## src/rtl/mips_cpu_lsu_pkg.sv

```systemverilog
// mips_cpu_lsu_pkg: shared op codes, FSM states, lane constants and decode helpers for the LSU.
// LWL/LWR become legal only when MIPS_CPU_LSU_LWLR_EN is defined.
package mips_cpu_lsu_pkg;

    typedef enum logic [3:0] {
        LW  = 4'd0,
        LB  = 4'd1,
        LBU = 4'd2,
        LH  = 4'd3,
        LHU = 4'd4,
        SW  = 4'd5,
        SB  = 4'd6,
        SH  = 4'd7,
        LWL = 4'd8,
        LWR = 4'd9
    } lsu_op_t;

    typedef enum logic [1:0] {
        S_IDLE   = 2'd0,
        S_ACCESS = 2'd1,
        S_RDATA  = 2'd2,
        S_RESP   = 2'd3
    } lsu_state_t;

    localparam logic [3:0] BE_BYTE0 = 4'b0001;
    localparam logic [3:0] BE_BYTE1 = 4'b0010;
    localparam logic [3:0] BE_BYTE2 = 4'b0100;
    localparam logic [3:0] BE_BYTE3 = 4'b1000;
    localparam logic [3:0] BE_HALF0 = 4'b0011;
    localparam logic [3:0] BE_HALF1 = 4'b1100;
    localparam logic [3:0] BE_WORD  = 4'b1111;

    function automatic logic op_legal(input lsu_op_t op, input logic [1:0] b);
        case (op)
            LW, SW:       return b == 2'b00;
            LH, LHU, SH:  return !b[0];
            LB, LBU, SB:  return 1'b1;
`ifdef MIPS_CPU_LSU_LWLR_EN
            LWL, LWR:     return 1'b1;
`endif
            default:      return 1'b0;
        endcase
    endfunction

    function automatic logic op_store(input lsu_op_t op);
        return op inside {SW, SB, SH};
    endfunction

    function automatic logic [3:0] lane_enable(input lsu_op_t op, input logic [1:0] b);
        return (op inside {LB, LBU, SB}) ? BE_BYTE0 << b :
               (op inside {LH, LHU, SH}) ? (b[1] ? BE_HALF1 : BE_HALF0) : BE_WORD;
    endfunction

    function automatic logic [31:0] store_data(input lsu_op_t op, input logic [31:0] wd);
        return (op == SB) ? {4{wd[7:0]}} : (op == SH) ? {2{wd[15:0]}} : wd;
    endfunction

endpackage

```

## src/rtl/mips_cpu_lsu_format.sv

```systemverilog
// mips_cpu_lsu_format: byte/half selection with sign/zero extension of load data;
// LWL/LWR merge with the old rt value when MIPS_CPU_LSU_LWLR_EN is defined.
module mips_cpu_lsu_format
    import mips_cpu_lsu_pkg::*;
(
    input  lsu_op_t     op_i,
    input  logic [1:0]  b_i,
    input  logic [31:0] readdata_i,
    input  logic [31:0] rt_old_i,
    output logic [31:0] resp_data_o
);

    logic [31:0] shifted;
    logic [7:0]  byte_sel;
    logic [15:0] half_sel;

    assign shifted  = readdata_i >> {b_i, 3'b000};
    assign byte_sel = shifted[7:0];
    assign half_sel = b_i[1] ? readdata_i[31:16] : readdata_i[15:0];

`ifndef MIPS_CPU_LSU_LWLR_EN
    logic unused_rt_old;
    assign unused_rt_old = ^rt_old_i;
`endif

    always_comb begin
        resp_data_o = '0;
        case (op_i)
            LW:  resp_data_o = readdata_i;
            LB:  resp_data_o = {{24{byte_sel[7]}}, byte_sel};
            LBU: resp_data_o = {24'h0, byte_sel};
            LH:  resp_data_o = {{16{half_sel[15]}}, half_sel};
            LHU: resp_data_o = {16'h0, half_sel};
`ifdef MIPS_CPU_LSU_LWLR_EN
            // LWL shifts by 8*(3-b); for a 2-bit b, 3-b is simply ~b
            LWL: resp_data_o = (readdata_i << {~b_i, 3'b000})
                             | (rt_old_i & ((32'h1 << {~b_i, 3'b000}) - 32'h1));
            LWR: resp_data_o = shifted | (rt_old_i & ~(32'hFFFF_FFFF >> {b_i, 3'b000}));
`endif
            default: resp_data_o = '0;
        endcase
    end

endmodule

```

## src/rtl/mips_cpu_lsu.sv

```systemverilog
// mips_cpu_lsu: single-outstanding load/store unit bridging the CPU memory stage to an Avalon-MM master.
// Optional LWL/LWR support via MIPS_CPU_LSU_LWLR_EN.
module mips_cpu_lsu
    import mips_cpu_lsu_pkg::*;
#(
    parameter logic [31:0] RESET_ADDR = 32'h0000_0000
) (
    input  logic        clk,
    input  logic        reset,
    input  logic        req_valid,
    output logic        req_ready,
    input  logic [3:0]  req_op,
    input  logic [31:0] req_addr,
    input  logic [31:0] req_wdata,
    input  logic [31:0] req_rt_old,
    output logic        resp_valid,
    output logic [31:0] resp_data,
    output logic        resp_error,
    output logic [31:0] address,
    output logic        read,
    output logic        write,
    input  logic        waitrequest,
    output logic [31:0] writedata,
    output logic [3:0]  byteenable,
    input  logic [31:0] readdata
);

    lsu_state_t  state_q;
    lsu_op_t     op_q;
    logic [1:0]  b_q;
    logic [31:0] rt_old_q;
    logic [31:0] fmt_data;
    lsu_op_t     op_in;
    logic        legal;
    logic        store;

    assign op_in = lsu_op_t'(req_op);
    assign legal = op_legal(op_in, req_addr[1:0]);
    assign store = op_store(op_in);

    mips_cpu_lsu_format u_format (
        .op_i        (op_q),
        .b_i         (b_q),
        .readdata_i  (readdata),
        .rt_old_i    (rt_old_q),
        .resp_data_o (fmt_data)
    );

    always_ff @(posedge clk) begin
        if (reset) begin
            state_q    <= S_IDLE;
            op_q       <= LW;
            b_q        <= 2'b00;
            rt_old_q   <= '0;
            req_ready  <= 1'b1;
            resp_valid <= 1'b0;
            resp_error <= 1'b0;
            resp_data  <= '0;
            address    <= RESET_ADDR;
            read       <= 1'b0;
            write      <= 1'b0;
            writedata  <= '0;
            byteenable <= '0;
        end else begin
            case (state_q)
                S_IDLE: if (req_valid) begin
                    op_q       <= op_in;
                    b_q        <= req_addr[1:0];
                    rt_old_q   <= req_rt_old;
                    req_ready  <= 1'b0;
                    resp_data  <= '0;
                    resp_error <= !legal;
                    if (legal) begin
                        state_q    <= S_ACCESS;
                        address    <= {req_addr[31:2], 2'b00};
                        read       <= !store;
                        write      <= store;
                        byteenable <= lane_enable(op_in, req_addr[1:0]);
                        writedata  <= store ? store_data(op_in, req_wdata) : '0;
                    end else begin
                        // illegal requests answer immediately without touching the bus
                        state_q    <= S_RESP;
                        resp_valid <= 1'b1;
                    end
                end
                S_ACCESS: if (!waitrequest) begin
                    state_q    <= read ? S_RDATA : S_RESP;
                    resp_valid <= !read;
                    read       <= 1'b0;
                    write      <= 1'b0;
                    address    <= RESET_ADDR;
                    byteenable <= '0;
                    writedata  <= '0;
                end
                S_RDATA: begin
                    state_q    <= S_RESP;
                    resp_data  <= fmt_data;
                    resp_valid <= 1'b1;
                end
                S_RESP: begin
                    state_q    <= S_IDLE;
                    resp_valid <= 1'b0;
                    req_ready  <= 1'b1;
                end
                default: state_q <= S_IDLE;
            endcase
        end
    end

endmodule

```

## config.mk

```make
export PLATFORM = sky130hd
export DESIGN_NAME = mips_cpu_lsu
export DESIGN_NICKNAME = d
export VERILOG_FILES = /design/src/rtl/mips_cpu_lsu_pkg.sv /design/src/rtl/mips_cpu_lsu_format.sv /design/src/rtl/mips_cpu_lsu.sv
export SDC_FILE = /design/constraint.sdc
export NUM_CORES = 1
export LEC_CHECK = 0
export BUFFER_PORTS_ARGS = -buffer_cell sky130_fd_sc_hd__buf_2
export CAP_MARGIN = 10
export CORE_MARGIN = 2
export CORE_UTILIZATION = 31
export CTS_CLUSTER_DIAMETER = 150
export DETAILED_ROUTE_END_ITERATION = 6
export SLEW_MARGIN = 20
export SYNTH_ARGS = -nofsm -noshare
export SYNTH_HDL_FRONTEND = slang
export SYNTH_SLANG_ARGS = --single-unit
```

## constraint.sdc

```tcl
create_clock -name clk -period 1.7 [get_ports clk]
set_input_delay 0.085 -clock clk [delete_from_list [all_inputs] [get_ports clk]]
set_output_delay 0.085 -clock clk [all_outputs]
set_load 0.05 [all_outputs]
```

### Word level (Yosys, flattened, before mapping)

Cells that the tools add are included.

| storage, ports and cells | value |
|---|---|
| register bits | 113 |
| input port bits | 136 |
| output and inout bits | 105 |

| cells by class | value |
|---|---|
| eq/ne operators | 18 |
| shifts and indexed selects | 2 |
| muxes and demuxes | 40 |
| reduce and logical (&&, ||, !) cells | 23 |

Operators by type and width:

| cell | number |
|---|---|
| 32-bit 2-to-1 mux | 9 |
| 32-bit case mux with 2 select lines | 3 |
| 32-bit case mux with 5 select lines | 1 |
| 32-bit by 5-bit right shift with 8-bit output | 1 |
| 4-bit 2-to-1 mux | 6 |
| 4-bit by 3-bit equality test with 1-bit output, second input constant | 5 |
| 4-bit by 2-bit equality test with 1-bit output, second input constant | 4 |
| 16-bit 2-to-1 mux | 1 |
| 1-bit 2-to-1 mux | 10 |
| 3-bit nonzero test | 3 |
| 4-bit by 1-bit equality test with 1-bit output, second input constant | 2 |
| 4-bit zero test | 2 |
| 2-bit != test, second input constant | 4 |
| 2-bit case mux with 4 select lines | 1 |
| 4-bit case mux with 2 select lines | 1 |
| 2-bit AND reduction | 4 |
| 2-bit 2-to-1 mux | 3 |
| 1-bit case mux with 2 select lines | 3 |
| 2-bit nonzero test | 3 |
| 3-bit OR reduction | 2 |
| 2-bit equality test, second input constant | 2 |
| 1-bit zero test | 4 |
| 2-bit zero test | 2 |
| 1-bit case mux with 4 select lines | 1 |
| other kinds (6) | 6 |

### Logic depth before layout (Yosys ltp)

| logic depth | value |
|---|---|
| depth after elaboration | 7 |
| depth in mapped cells | 9 |
| gate-level depth less buffers | 7 |

### Hierarchy

From an unflattened synthesis, not the netlist that was laid out.

| unflattened totals | value |
|---|---|
| cells, all modules | 646 |
| area, all modules | 6058.3 µm² |

Modules (own cells, without submodules):

| module | instances | cells an instance | area an instance (µm²) | sequential area each (µm²) |
|---|---|---|---|---|
| mips_cpu_lsu | 1 | 554 | 5327.6 | 2862.7 |
| mips_cpu_lsu_format | 1 | 92 | 730.7 | 0.0 |

### Worst setup path before layout

OpenSTA, ideal clock, no wires.

| path | value |
|---|---|
| path type | reg-to-reg |
| start point | reg state_q[0] |
| end point | reg resp_data[0] |
| library setup time | 0.086 ns |
| data arrival time | 1.767 ns |
| required time | 1.614 ns |
| slack | -0.152 ns |
| stages on the path, launching flop included | 9 |
| path buffers | 2 |
| period minus slack after synthesis | 1.852 ns |
| cells stage by stage | dfxtp_1 -> inv_1 -> ha_1 -> and2_1 -> buf_2 -> a21oi_4 -> buf_2 -> a22oi_1 -> a211oi_1 |

| between the ends | value |
|---|---|
| longest elaborated chain between the ends | 3 |
| elaborated cells between the ends (all ways) | 6 |
| those cells by class | eq/ne: 2; mux: 1; reduce/logical: 3 |

Ends and longest elaborated chain:

| element | RTL line | text |
|---|---|---|
| from (decl) | mips_cpu_lsu.sv:28 | `lsu_state_t state_q;` |
| from (signal assigned) | mips_cpu_lsu.sv:87 | `state_q <= read ? S_RDATA : S_RESP;` |
| 2-bit equality test / 2-bit zero test (equally long branches) | mips_cpu_lsu.sv:65 | `case (state_q)` |
| 2-bit nonzero test (no line) / 2-bit != test (equally long branches) | -- |  |
| 2-bit AND reduction (no line) | -- |  |
| to (signal assigned) | mips_cpu_lsu.sv:97 | `resp_data <= fmt_data;` |
| to (decl) | mips_cpu_lsu.sv:17 | `output logic [31:0] resp_data,` |

Parallel ways exist; a longest one is shown, timed or not.
A chain may end at the register's enable or synchronous reset.

### Final worst setup path

| path | value |
|---|---|
| start point | reg state_q[0] |
| end point | reg writedata[10] |

| between the ends | value |
|---|---|
| longest elaborated chain between the ends | 3 |
| elaborated cells between the ends (all ways) | 8 |
| those cells by class | eq/ne: 4; mux: 1; reduce/logical: 3 |

Ends and longest elaborated chain:

| element | RTL line | text |
|---|---|---|
| 2-bit by 1-bit equality test with 1-bit output / 2-bit zero test (equally long branches) | mips_cpu_lsu.sv:65 |  |
| 2-bit != test (no line) / 2-bit nonzero test (equally long branches) | -- |  |
| 4-bit AND reduction (no line) | -- |  |
| to (signal assigned) | mips_cpu_lsu.sv:79 | `writedata <= store ? store_data(op_in, req_wdata) : '0;` |
| to (decl) | mips_cpu_lsu.sv:23 | `output logic [31:0] writedata,` |

Parallel ways exist; a longest one is shown, timed or not.

==> key figures <==
GRT
  • First-pass GRT wire length: about 28000 um
  • Vias in the first global route: ~5200
  • Global Route Usage Sum: 18.5%
  • Grt ovf: 0
  • Initial antenna violation count: 0
  • Largest net degree at the start of global routing: 66

Critical path
  • WP data required: 1.98 ns
  • Reg2reg setup slack: -0.12 ns
  • CP Data Arrival Time: 2.10 ns
  • CP max-delay cell: dfxtp_4
  • Crit end category: flop
  • Crit-path max FO: 8
  • Crit path cell chain: inv_2, ha_4, o211ai_1, buf_4, a31oi_4, buf_6, o21a_4, clkbuf_16, a211oi_2
  • Crit Path Class: reg -> reg
  • Reg-to-Reg Start: state_q[0]
  • Worst path max stage delay: about 0.38 ns
  • Worst setup path start: state_q[0]
  • Startpoint types: flop

Synth
  • Ys flop type: dfxtp_1
  • Syn Std Cell Area: approximately 0.0055 mm2
  • Asr flop ratio synth: 0%
  • Yosys top cell area share: 40.1%
  • Number of synthesized flops with an enable pin: 0
  • Syn_area_per_cell: 8.80 um2
  • Synth Register Bits: 111
  • Syn. warnings: 0
  • Yosys top cell by area: dfxtp_1
  • Area contributors post-synth: dfxtp_1, a21oi_1, nand3b_1
  • Synth unique cells: 50
  • Synthesized instance count: 629
  • Sequential fraction of the synthesis area: about two fifths

Final layout
  • Fill cells: approximately 1600
  • Final #Nets: between 1000 and 1500
  • Share of cells above drive strength 1: 40.6%
  • Area grow syn2layout: 49.6%
  • Final Util: a little under half

Clock network
  • Clock root buffer: clkbuf_16
  • Clock latency on the worst-skew pair: around 0.36 ns
  • Cts bufs inserted: 9
  • Clock buffer depth: 2
  • Clock slew at the register clock pins of the worst setup and hold paths: 0.08 ns
  • H-tree levels: 3
  • Clock Sinks: about 110
  • CTS tree: yes

Min path
  • Tightest Hold Check Type: in -> reg
  • Hold path startpoint: req_addr[0]

Timing
  • RSZ-0062 raised after global routing: true
  • Final period util: 107%
  • Clock skew: 0.0130 ns
  • Maximum clock rate: 551 MHz
  • Final setup TNS: -2.15 ns
  • Hold_ws: between 0.02 and 0.03 ns
  • Final Hold Vio Count: 0
  • Min cycle time layout: 1.82 ns
  • Final setup vio count: 38
  • Slew Limit Fails: 0
  • Final setup margin: -0.116 ns

Detailed routing
  • Routed WL: 19400 um
  • Routed Antenna Nets: 0
  • Vias/cell: 5.16
  • Wire per inst: 17.3 um
  • Final routed DRC violation total: 0
  • TritonRoute pass-1 iters: 4
  • Vias: just under 6000
  • Initial DRC count: ~320

Placement
  • Port Buffer Count: a little over 200
  • Routability cong.: 0.862
  • Placed wire-length estimate: 12100 um

Power and ir drop
  • Lkg Pwr: 3.50 nW
  • Pwr dens: 1680 mW/mm2
  • Peak supply drop: roughly 1200 uV

Floorplanning
  • Cell row count: 48
  • Core area: 0.0174 mm2
  • Die width: 138 um
  • DIE AREA: 0.0189 mm2
  • Initial core utilization: 31.9%
  • Die Y: 138 um
  • IO Count: between 200 and 250

Run
  • Max Cap Viol: 0

Status
  • Outcome: complete, but fails checks
  • Failing checks: negative setup slack
## cells in the final DEF, fill, tap and decap left out, types with 3 or more instances in the layout
| master | synthesis | layout |
|---|---|---|
| a211oi_1 | 21 | 10 |
| o31ai_1 | 17 | 6 |
| a21o_1 | 3 | 3 |
| nand2_1 | 71 | 70 |
| o21ai_0 | 6 | 6 |
| o31ai_4 | 0 | 3 |
| dfxtp_1 | 111 | 107 |
| nor2_1 | 32 | 32 |
| dlygate4sd3_1 | 0 | 39 |
| a22oi_1 | 7 | 7 |
| nor2b_1 | 9 | 9 |
| nand3b_1 | 53 | 53 |
| o31ai_2 | 0 | 8 |
| a21oi_1 | 110 | 100 |
| nor3_1 | 19 | 18 |
| buf_6 | 6 | 10 |
| mux2i_1 | 33 | 33 |
| a211oi_2 | 1 | 12 |
| buf_12 | 0 | 10 |
| a21oi_2 | 0 | 10 |
| a2bb2oi_1 | 7 | 7 |
| a221oi_2 | 10 | 10 |
| buf_2 | 25 | 207 |
| buf_4 | 5 | 31 |
| clkbuf_16 | 0 | 17 |
| inv_1 | 5 | 3 |
| mux2_2 | 7 | 7 |
| a221oi_1 | 6 | 6 |
## metal layers
layer  up-vias  routed length, um  part of all wire [%]  track usage [%]
met5         -                  0                     0                0
met2       230               9320                    48             30.4
met4         0                268                   1.4             4.47
li1       2803                  -                     -                -
met1      2715               8400                    43             24.4
met3        20               1370                   7.1             4.75
## path summary, 6_finish.rpt
path                    to  depth (start not counted)
min                 b_q[0]                          3
min reg2reg   writedata[5]                          2
max reg2reg  writedata[10]                          9
max          writedata[10]                          9
## per-stage QoR
| stage | total power [mW] | cell area, um2 | setup slack [ns] | std cells |
|---|---|---|---|---|
| 3_5_place_dp | 10.2 | 6930 | -0.0787 | 1037 |
| 6_report | 13.9 | 8280 | -0.116 | 1118 |
| 5_1_grt | 14.7 | 8280 | -0.159 | 1117 |
| 2_1_floorplan | 8.48 | 5600 | -0.0190 | 630 |
| 4_1_cts | 12.7 | 7700 | -0.0318 | 1095 |
| 3_3_place_gp | 10.2 | 6930 | -0.0419 | 1037 |
## sequential cells by signal, indices dropped and copies added (netlist names)
signal	count
address	30
b_q	2
byteenable	4
op_q	4
read	1
req_ready	1
resp_data	32
resp_error	1
resp_valid	1
state_q	2
write	1
writedata	32
## cell type report
class | count | area (um2) | share of cell area (%)
repair buffers | 308 | 2230 | 26.9
clock inverters | 6 | 53.8 | 0.650
flip-flops and latches | 111 | 2230 | 27.0
well taps | 225 | 282 | 3.40
inverters | 5 | 21.3 | 0.257
multi-input cells | 453 | 3230 | 39.1
clock buffers | 9 | 225 | 2.72
diodes | 1 | 2.50 | 0.0302
## critical path: cells and delay by family, from the launching register on
family | cells | cell delay, ns
fa+ha+maj | 1 | 0.18
buf+inv | 4 | 0.55
compound gates | 4 | 0.64
flops | 1 | 0.38
## where the power goes
part           internal, mW  switching [mW]
sequential             3.20           0.359
combinational          3.16            5.08
clock                  1.02            1.07
total                  7.38            6.51
## timing repair
action,4_1_cts,5_1_grt
buffers inserted,3,10
hold endpoints to repair,39,0
resized for setup,15,56
pin swaps,34,21
cloned,1,13
hold buffers,39,0
setup endpoints to repair,50,92
## cell families (layout without fill, tap and decap cells)
| kind of cell | Yosys count | count (layout) | synth area share (%) |
|---|---|---|---|
| XOR/XNOR | 1 | 1 | 0.158 |
| flip-flops | 111 | 111 | 40.1 |
| AO/OA/AOI/OAI | 205 | 206 | 25.2 |
| buffers and inverters | 67 | 328 | 6.26 |
| multiplexers | 42 | 42 | 8.21 |
| other | 1 | 3 | 0.0677 |
| adder cells (fa/ha/maj) | 4 | 4 | 0.904 |
| AND/OR/NAND/NOR | 198 | 198 | 19.1 |
## synth_stat cells (all sizes together), types with 2 or more instances
library cell and instances:
a21oi 112, dfxtp 111, nand2 71, nand3b 53
buf 36, mux2i 33, nor2 33, clkbuf 26
a211oi 22, nor3 19, o31ai 17, a221oi 16
nor2b 9, o21ai 8, a22oi 7, a2bb2oi 7
mux2 7, inv 5, ha 4, a21o 3
nand2b 3, a211o 2, and2 2, and4b 2
mux4 2, o211ai 2, o21a 2
No activity file was read; power rests on OpenSTA's default activity.
